File: config.mk
export PLATFORM = sky130hd
export DESIGN_NAME = tli4970_spi_responder_flat
export DESIGN_NICKNAME = d
export VERILOG_FILES = /design/src/rtl/tli4970_spi_responder_if.sv /design/src/rtl/tli4970_spi_responder.sv /design/src/flat_wrapper.sv
export SDC_FILE = /design/constraint.sdc
export NUM_CORES = 1
export LEC_CHECK = 0
export BUFFER_PORTS_ARGS = -buffer_cell sky130_fd_sc_hd__buf_4
export CORE_AREA = 2 2 63 80
export DETAILED_ROUTE_END_ITERATION = 10
export DIE_AREA = 0 0 65 82
export PLACE_DENSITY = 0.88
export SYNTH_ARGS = -nofsm -noshare
export SYNTH_HDL_FRONTEND = slang
export SYNTH_SLANG_ARGS = --single-unit
File: constraint.sdc
create_clock -name clk -period 2.48 [get_ports clk]
set_input_delay 0.496 -clock clk [delete_from_list [all_inputs] [get_ports clk]]
set_output_delay 0.496 -clock clk [all_outputs]
set_load 0.02 [all_outputs]
File: src/rtl/tli4970_spi_responder_if.sv
// SPI pins between the board's TLI4970 master and the sensor responder.
`timescale 1ns/1ps
interface tli4970_spi_responder_if;
   logic spi_clk;
   logic spi_cs;
   logic spi_miso;
   logic spi_miso_oe;

   modport master (output spi_clk, output spi_cs, input spi_miso, input spi_miso_oe);
   modport slave  (input spi_clk, input spi_cs, output spi_miso, output spi_miso_oe);
endinterface

File: src/rtl/tli4970_spi_responder.sv
// TLI4970 current-sensor impersonator: answers SPI reads with 16-bit sensor-value frames
// (even parity, ocd flag, 13-bit offset-binary current code) built from current_in.
`timescale 1ns/1ps
module tli4970_spi_responder #(
   parameter int OFFSET     = 4096,
   parameter int CODE_MAX   = 8191,
   parameter int FRAME_BITS = 16
) (
   input  logic                      clk,
   input  logic                      reset,
   input  logic signed [15:0]        current_in,
   input  logic                      ocd_in,
   tli4970_spi_responder_if.slave    spi,
   output logic                      frame_done,
   output logic                      frame_abort,
   output logic [15:0]               frame_count
);

   typedef enum logic [1:0] {IDLE, SHIFT, DONE} state_t;

   localparam logic signed [16:0] OFFSET_S   = 17'(OFFSET);
   localparam logic signed [16:0] CODE_MAX_S = 17'(CODE_MAX);
   localparam logic [4:0]         BITS_LAST  = 5'(FRAME_BITS);

   state_t      state, state_nxt;
   logic [15:0] shreg, shreg_nxt;
   logic [4:0]  bitcnt, bitcnt_nxt;
   logic        miso_q, miso_nxt;
   logic        oe_q, oe_nxt;
   logic        done_nxt, abort_nxt;
   logic [15:0] count_nxt;

   logic sclk_p0, sclk_p1, sclk_p2;
   logic cs_p0, cs_p1, cs_p2;
   logic sclk_rise, sclk_fall, cs_rise, cs_fall;

   // Returns {sat, code}: clamp the offset sum into the 13-bit code range.
   function automatic logic [13:0] sat_code(input logic signed [16:0] sum);
      if (sum < 17'sd0)
         return {1'b1, 13'd0};
      else if (sum > CODE_MAX_S)
         return {1'b1, 13'(CODE_MAX)};
      else
         return {1'b0, sum[12:0]};
   endfunction

   function automatic logic [15:0] build_frame(input logic signed [15:0] cur, input logic ocd);
      logic signed [16:0] sum;
      logic [13:0]        sc;
      logic [15:0]        f;
      sum   = $signed({cur[15], cur}) + OFFSET_S;
      sc    = sat_code(sum);
      f     = {1'b0, 1'b0, ocd | sc[13], sc[12:0]};
      f[14] = ^f[13:0];
      return f;
   endfunction

   // Stage p0/p1: two-FF synchronisers; p2: edge-detect history.
   always_ff @(posedge clk or posedge reset) begin
      if (reset) begin
         sclk_p0 <= 1'b0;
         sclk_p1 <= 1'b0;
         sclk_p2 <= 1'b0;
         cs_p0   <= 1'b0;
         cs_p1   <= 1'b0;
         cs_p2   <= 1'b0;
      end else begin
         sclk_p0 <= spi.spi_clk;
         sclk_p1 <= sclk_p0;
         sclk_p2 <= sclk_p1;
         cs_p0   <= spi.spi_cs;
         cs_p1   <= cs_p0;
         cs_p2   <= cs_p1;
      end
   end

   assign sclk_rise = sclk_p1 & ~sclk_p2;
   assign sclk_fall = ~sclk_p1 & sclk_p2;
   assign cs_rise   = cs_p1 & ~cs_p2;
   assign cs_fall   = ~cs_p1 & cs_p2;

   always_ff @(posedge clk or posedge reset) begin
      if (reset) begin
         state       <= IDLE;
         shreg       <= '0;
         bitcnt      <= '0;
         miso_q      <= 1'b0;
         oe_q        <= 1'b0;
         frame_done  <= 1'b0;
         frame_abort <= 1'b0;
         frame_count <= '0;
      end else begin
         state       <= state_nxt;
         shreg       <= shreg_nxt;
         bitcnt      <= bitcnt_nxt;
         miso_q      <= miso_nxt;
         oe_q        <= oe_nxt;
         frame_done  <= done_nxt;
         frame_abort <= abort_nxt;
         frame_count <= count_nxt;
      end
   end

   // CS edges are tested first so they win over a coincident SCLK edge.
   always_comb begin
      state_nxt  = state;
      shreg_nxt  = shreg;
      bitcnt_nxt = bitcnt;
      miso_nxt   = miso_q;
      oe_nxt     = oe_q;
      done_nxt   = 1'b0;
      abort_nxt  = 1'b0;
      count_nxt  = frame_count;
      case (state)
         IDLE: begin
            miso_nxt = 1'b0;
            oe_nxt   = 1'b0;
            if (cs_fall) begin
               shreg_nxt  = build_frame(current_in, ocd_in);
               bitcnt_nxt = '0;
               oe_nxt     = 1'b1;
               state_nxt  = SHIFT;
            end
         end
         SHIFT: begin
            if (cs_rise) begin
               abort_nxt = 1'b1;
               oe_nxt    = 1'b0;
               miso_nxt  = 1'b0;
               state_nxt = IDLE;
            end else if (sclk_rise) begin
               miso_nxt   = shreg[15];
               shreg_nxt  = {shreg[14:0], 1'b0};
               bitcnt_nxt = bitcnt + 5'd1;
            end else if (sclk_fall && bitcnt == BITS_LAST) begin
               done_nxt  = 1'b1;
               count_nxt = frame_count + 16'd1;
               state_nxt = DONE;
            end
         end
         DONE: begin
            if (cs_rise) begin
               oe_nxt    = 1'b0;
               miso_nxt  = 1'b0;
               state_nxt = IDLE;
            end else if (sclk_rise) begin
               miso_nxt = 1'b0;
            end
         end
         default: state_nxt = IDLE;
      endcase
   end

   assign spi.spi_miso    = miso_q;
   assign spi.spi_miso_oe = oe_q;

endmodule

File: src/flat_wrapper.sv
// flat-port wrapper written by rule: the top's interface ports become plain ports
module tli4970_spi_responder_flat 
#(
   parameter int OFFSET     = 4096,
   parameter int CODE_MAX   = 8191,
   parameter int FRAME_BITS = 16
)
  (clk, reset, current_in, ocd_in, frame_done, frame_abort, frame_count, spi_spi_clk, spi_spi_cs, spi_spi_miso, spi_spi_miso_oe);
  tli4970_spi_responder_if spi_i ();
  input  logic clk;
  input  logic reset;
  input  logic signed [15:0] current_in;
  input  logic ocd_in;
  output logic frame_done;
  output logic frame_abort;
  output logic [15:0] frame_count;
  input wire logic [$bits(spi_i.spi_clk)-1:0] spi_spi_clk;
  input wire logic [$bits(spi_i.spi_cs)-1:0] spi_spi_cs;
  output wire logic [$bits(spi_i.spi_miso)-1:0] spi_spi_miso;
  output wire logic [$bits(spi_i.spi_miso_oe)-1:0] spi_spi_miso_oe;
  assign spi_i.spi_clk = spi_spi_clk;
  assign spi_i.spi_cs = spi_spi_cs;
  assign spi_spi_miso = spi_i.spi_miso;
  assign spi_spi_miso_oe = spi_i.spi_miso_oe;
  tli4970_spi_responder #(.OFFSET(OFFSET), .CODE_MAX(CODE_MAX), .FRAME_BITS(FRAME_BITS)) u_core (.clk(clk), .reset(reset), .current_in(current_in), .ocd_in(ocd_in), .spi(spi_i), .frame_done(frame_done), .frame_abort(frame_abort), .frame_count(frame_count));
endmodule
==> flow_summary_export.csv <==
group,metric,value,unit
floorplan,start_util,54.4,%
final_layout,stdcell_count,351,
synth,yosysTopAreaCell,"dfrtp_1",
clocking,clk_latency,0.30,ns
power_and_ir_drop,switching_power,0.000804,W
power_and_ir_drop,ir_drop,0.000497,V
route,top_layer,"met4",
timing,worst_slew_pin_slew,1.02,ns
final_layout,antenna-diode-count,0,
clocking,htreeDepth,2,
timing,relSlewSlack,32.2,%
setup_path,cp.arrival,2.46,ns
synth,postSynthAreaPerCell,10.1,sq um
route,wl_met3,197,um
timing,worst_slack,0.215,ns
power_and_ir_drop,powerDensity,829,nW/um^2
route,dr.pass1.iters,4,
placement,place.gp.congestion,0.833,
final_layout,nets,320,
synth,async_flop_share,100,%
hold_path,min_path_type,"in2async",
final_layout,final_cell_area,3020,sq um
power_and_ir_drop,p_clk_share,27.4,%
timing,finalSetupViolCount,0,
synth,synth_flop_cell,"dfrtp_1",
timing,period_share,91.3,%
run_status,status,"completed",
floorplan,coreArea,4590,sq um
clocking,cts_root_buffer,"clkbuf_8",
clocking,cts_buffer_depth,2,
synth,ys_seq_area_share,49.1,%
placement,place_ws,0.141,ns
final_layout,layout-drive-gt1-share,21.3,%
synth,synth_top_area_share,49.1,%
clocking,cts_setup_buffers,0,
synth,synth_seq_cells,49,
global_route,antenna_found_initial,0,
setup_path,critical_path_class,"reg2reg",
clocking,cts_tree,"yes",
power_and_ir_drop,p_leak,1.46,nW
route,routed_wl,5180,um
global_route,track_usage,21.5,%
synth,synth_cells,247,
timing,min_period,2.26,ns
setup_path,start_kind,"flop",
global_route,grt_pass1_wl,8740,um
floorplan,die_area,5330,sq um
clocking,cts_resized,0,
power_and_ir_drop,p_sw_share,32.1,%
clocking,clk_pin_slew,0.09,ns
placement,dp.cells,343,
timing,final-hold-violation-count,0,
setup_path,cp_data_required_time,2.68,ns
setup_path,crit_fanout,19,
clocking,cts_buffers,5,
synth,ys_warn_count,0,
timing,maxSlewViolCount,0,
timing,finClkSkew,0.00417,ns
global_route,grt_max_degree,32,
route,via_per_inst,5.60,
power_and_ir_drop,total_power,0.00250,W
timing,fin_tns_setup,0,ns
synth,ys_top_cells_by_area,"dfrtp_1 (49%), xnor2_1 (7.7%), nand2_1 (5.9%), ha_1 (4.5%), o221ai_1 (4.2%)",
placement,portBuffers,40,
power_and_ir_drop,p_seq_share,43.6,%
synth,yosysUniqueCellTypes,36,
final_layout,area_growth,20.8,%
power_and_ir_drop,intPower,0.00170,W
global_route,grt_pass1_vias,1978,
floorplan,die_h,82,um
synth,syn-cell-area,2500,sq um
route,wl_per_cell,14.8,um
route,dr_wl_met2,2720,um
floorplan,dieWidth,65,um
global_route,grt_overflow_total,0,
run,drv_cap,0,
clocking,clock-sinks,49,
route,drcViolationCount,0,
placement,place_area,2880,sq um
timing,rsz0062_at_grt,"no",
route,ant_nets,0,
placement,place_hpwl,3810,um
floorplan,pin_count,41,
route,wirelength_met1,2100,um
floorplan,rows,28,
final_layout,n_fill_cell,347,
clocking,postCtsHoldBufs,0,
power_and_ir_drop,comb_power_share,29.0,%
synth,synth_nets,277,
route,vias,1964,
route,drtIter0Drc,152,
synth,synth-edff-count,0,
timing,fmax,442,MHz
setup_path,end_kind,"flop",
## cells in the final DEF (no fill, tap or decap), types with 2 or more instances in the layout
cell,count
ha_1,9
and2_1,4
xor2_1,6
o41ai_1,2
nor2_1,16
nand2_1,39
a21oi_1,3
or3_1,2
o31ai_1,5
xnor2_1,22
o21ai_0,12
and3_1,6
o221ai_1,12
nand3_1,6
and4_1,2
dfrtp_1,49
bufinv_16,2
nand2b_1,4
mux2_2,2
inv_1,9
a21boi_0,3
mux2i_1,2
nand4_1,9
clkbuf_8,5
buf_4,46
## Yosys cell counts (4+ instances only)
cell type   n
and2_1      4
and3_1      6
clkbuf_1    5
dfrtp_1    49
ha_1        9
inv_1      10
nand2_1    39
nand2b_1    4
nand3_1     6
nand4_1     9
nor2_1     16
o21ai_0    12
o221ai_1   12
o31ai_1     5
xnor2_1    22
xor2_1      6
## kinds of logic after synthesis
family                     synth area share, %
and+or+nand+nor                           19.5
DFF                                       49.1
AOI/OAI and AO/OA                         12.1
xor gates and xnor gates                  9.82
buffers and inverters                     3.16
adders and majority gates                 4.51
muxes                                     1.70
## layout make-up
class | count | area (sq um) | share of cell area, %
clock buffers | 5 | 68.8 | 2.28
clock inverters | 3 | 68.8 | 2.28
inverters | 10 | 37.5 | 1.24
multi-input cells | 178 | 1190 | 39.6
flip-flops and latches | 49 | 1230 | 40.7
well taps | 60 | 75.1 | 2.49
repair buffers | 46 | 345 | 11.5
## worst max-delay path, cell delays in order (launching register included)
cell and delay (ns):
dfrtp_1 0.43, inv_1 0.10, ha_1 0.27, a21boi_0 0.12
o2111ai_1 0.39, nor2b_2 0.29, buf_4 0.24, o21ai_0 0.12
a22o_1 0.19
## per-stage QoR
step	hold WS [ns]	util [%]
6_report	0.278	65.7
5_1_grt	0.275	65.7
4_1_cts	0.285	65.7
3_5_place_dp	0.335	62.7
3_3_place_gp	0.337	62.7
2_1_floorplan	0.331	-
## flip-flops by register name, summed over array words and instances, names as in the netlist
| name | cells |
|---|---|
| u_core.frame_count | 16 |
| u_core.shreg | 16 |
| u_core.bitcnt | 5 |
| u_core.state | 2 |
| u_core.cs_p0 | 1 |
| u_core.cs_p1 | 1 |
| u_core.cs_p2 | 1 |
| u_core.frame_abort | 1 |
| u_core.frame_done | 1 |
| u_core.sclk_p0 | 1 |
| u_core.sclk_p1 | 1 |
| u_core.sclk_p2 | 1 |
| u_core.spi.spi_miso | 1 |
| u_core.spi.spi_miso_oe | 1 |
## power groups by stage
stage | clock network [W] | registers [W] | logic, W
3_5_place_dp | 0 | 0.00110 | 0.000729
5_1_grt | 0.000736 | 0.00111 | 0.000824
2_1_floorplan | 0 | 0.00109 | 0.000524
3_3_place_gp | 0 | 0.00110 | 0.000691
6_report | 0.000684 | 0.00109 | 0.000726
4_1_cts | 0.000698 | 0.00109 | 0.000732
## final timing paths
check                                startpoint                    end  slack, ns  cells past startpoint
min in group clk                    spi_spi_clk         u_core.sclk_p0       0.29                      1
worst min register to register     u_core.cs_p0           u_core.cs_p1       0.35                      0
max in group asynchronous                 reset       u_core.bitcnt[2]       1.60                      3
worst max register to register  u_core.state[1]       u_core.bitcnt[2]       0.22                      8
worst max-delay path            u_core.state[1]       u_core.bitcnt[2]       0.22                      8
worst min-delay path                      reset  u_core.frame_count[6]       0.28                      2
## routing by layer
metal	vias up	track usage, %
met3	16	5.07
met4	0	9.79
li1	949	-
met1	948	25.2
met2	51	37.5
met5	-	0
Power figures use the tool's default switching activity.
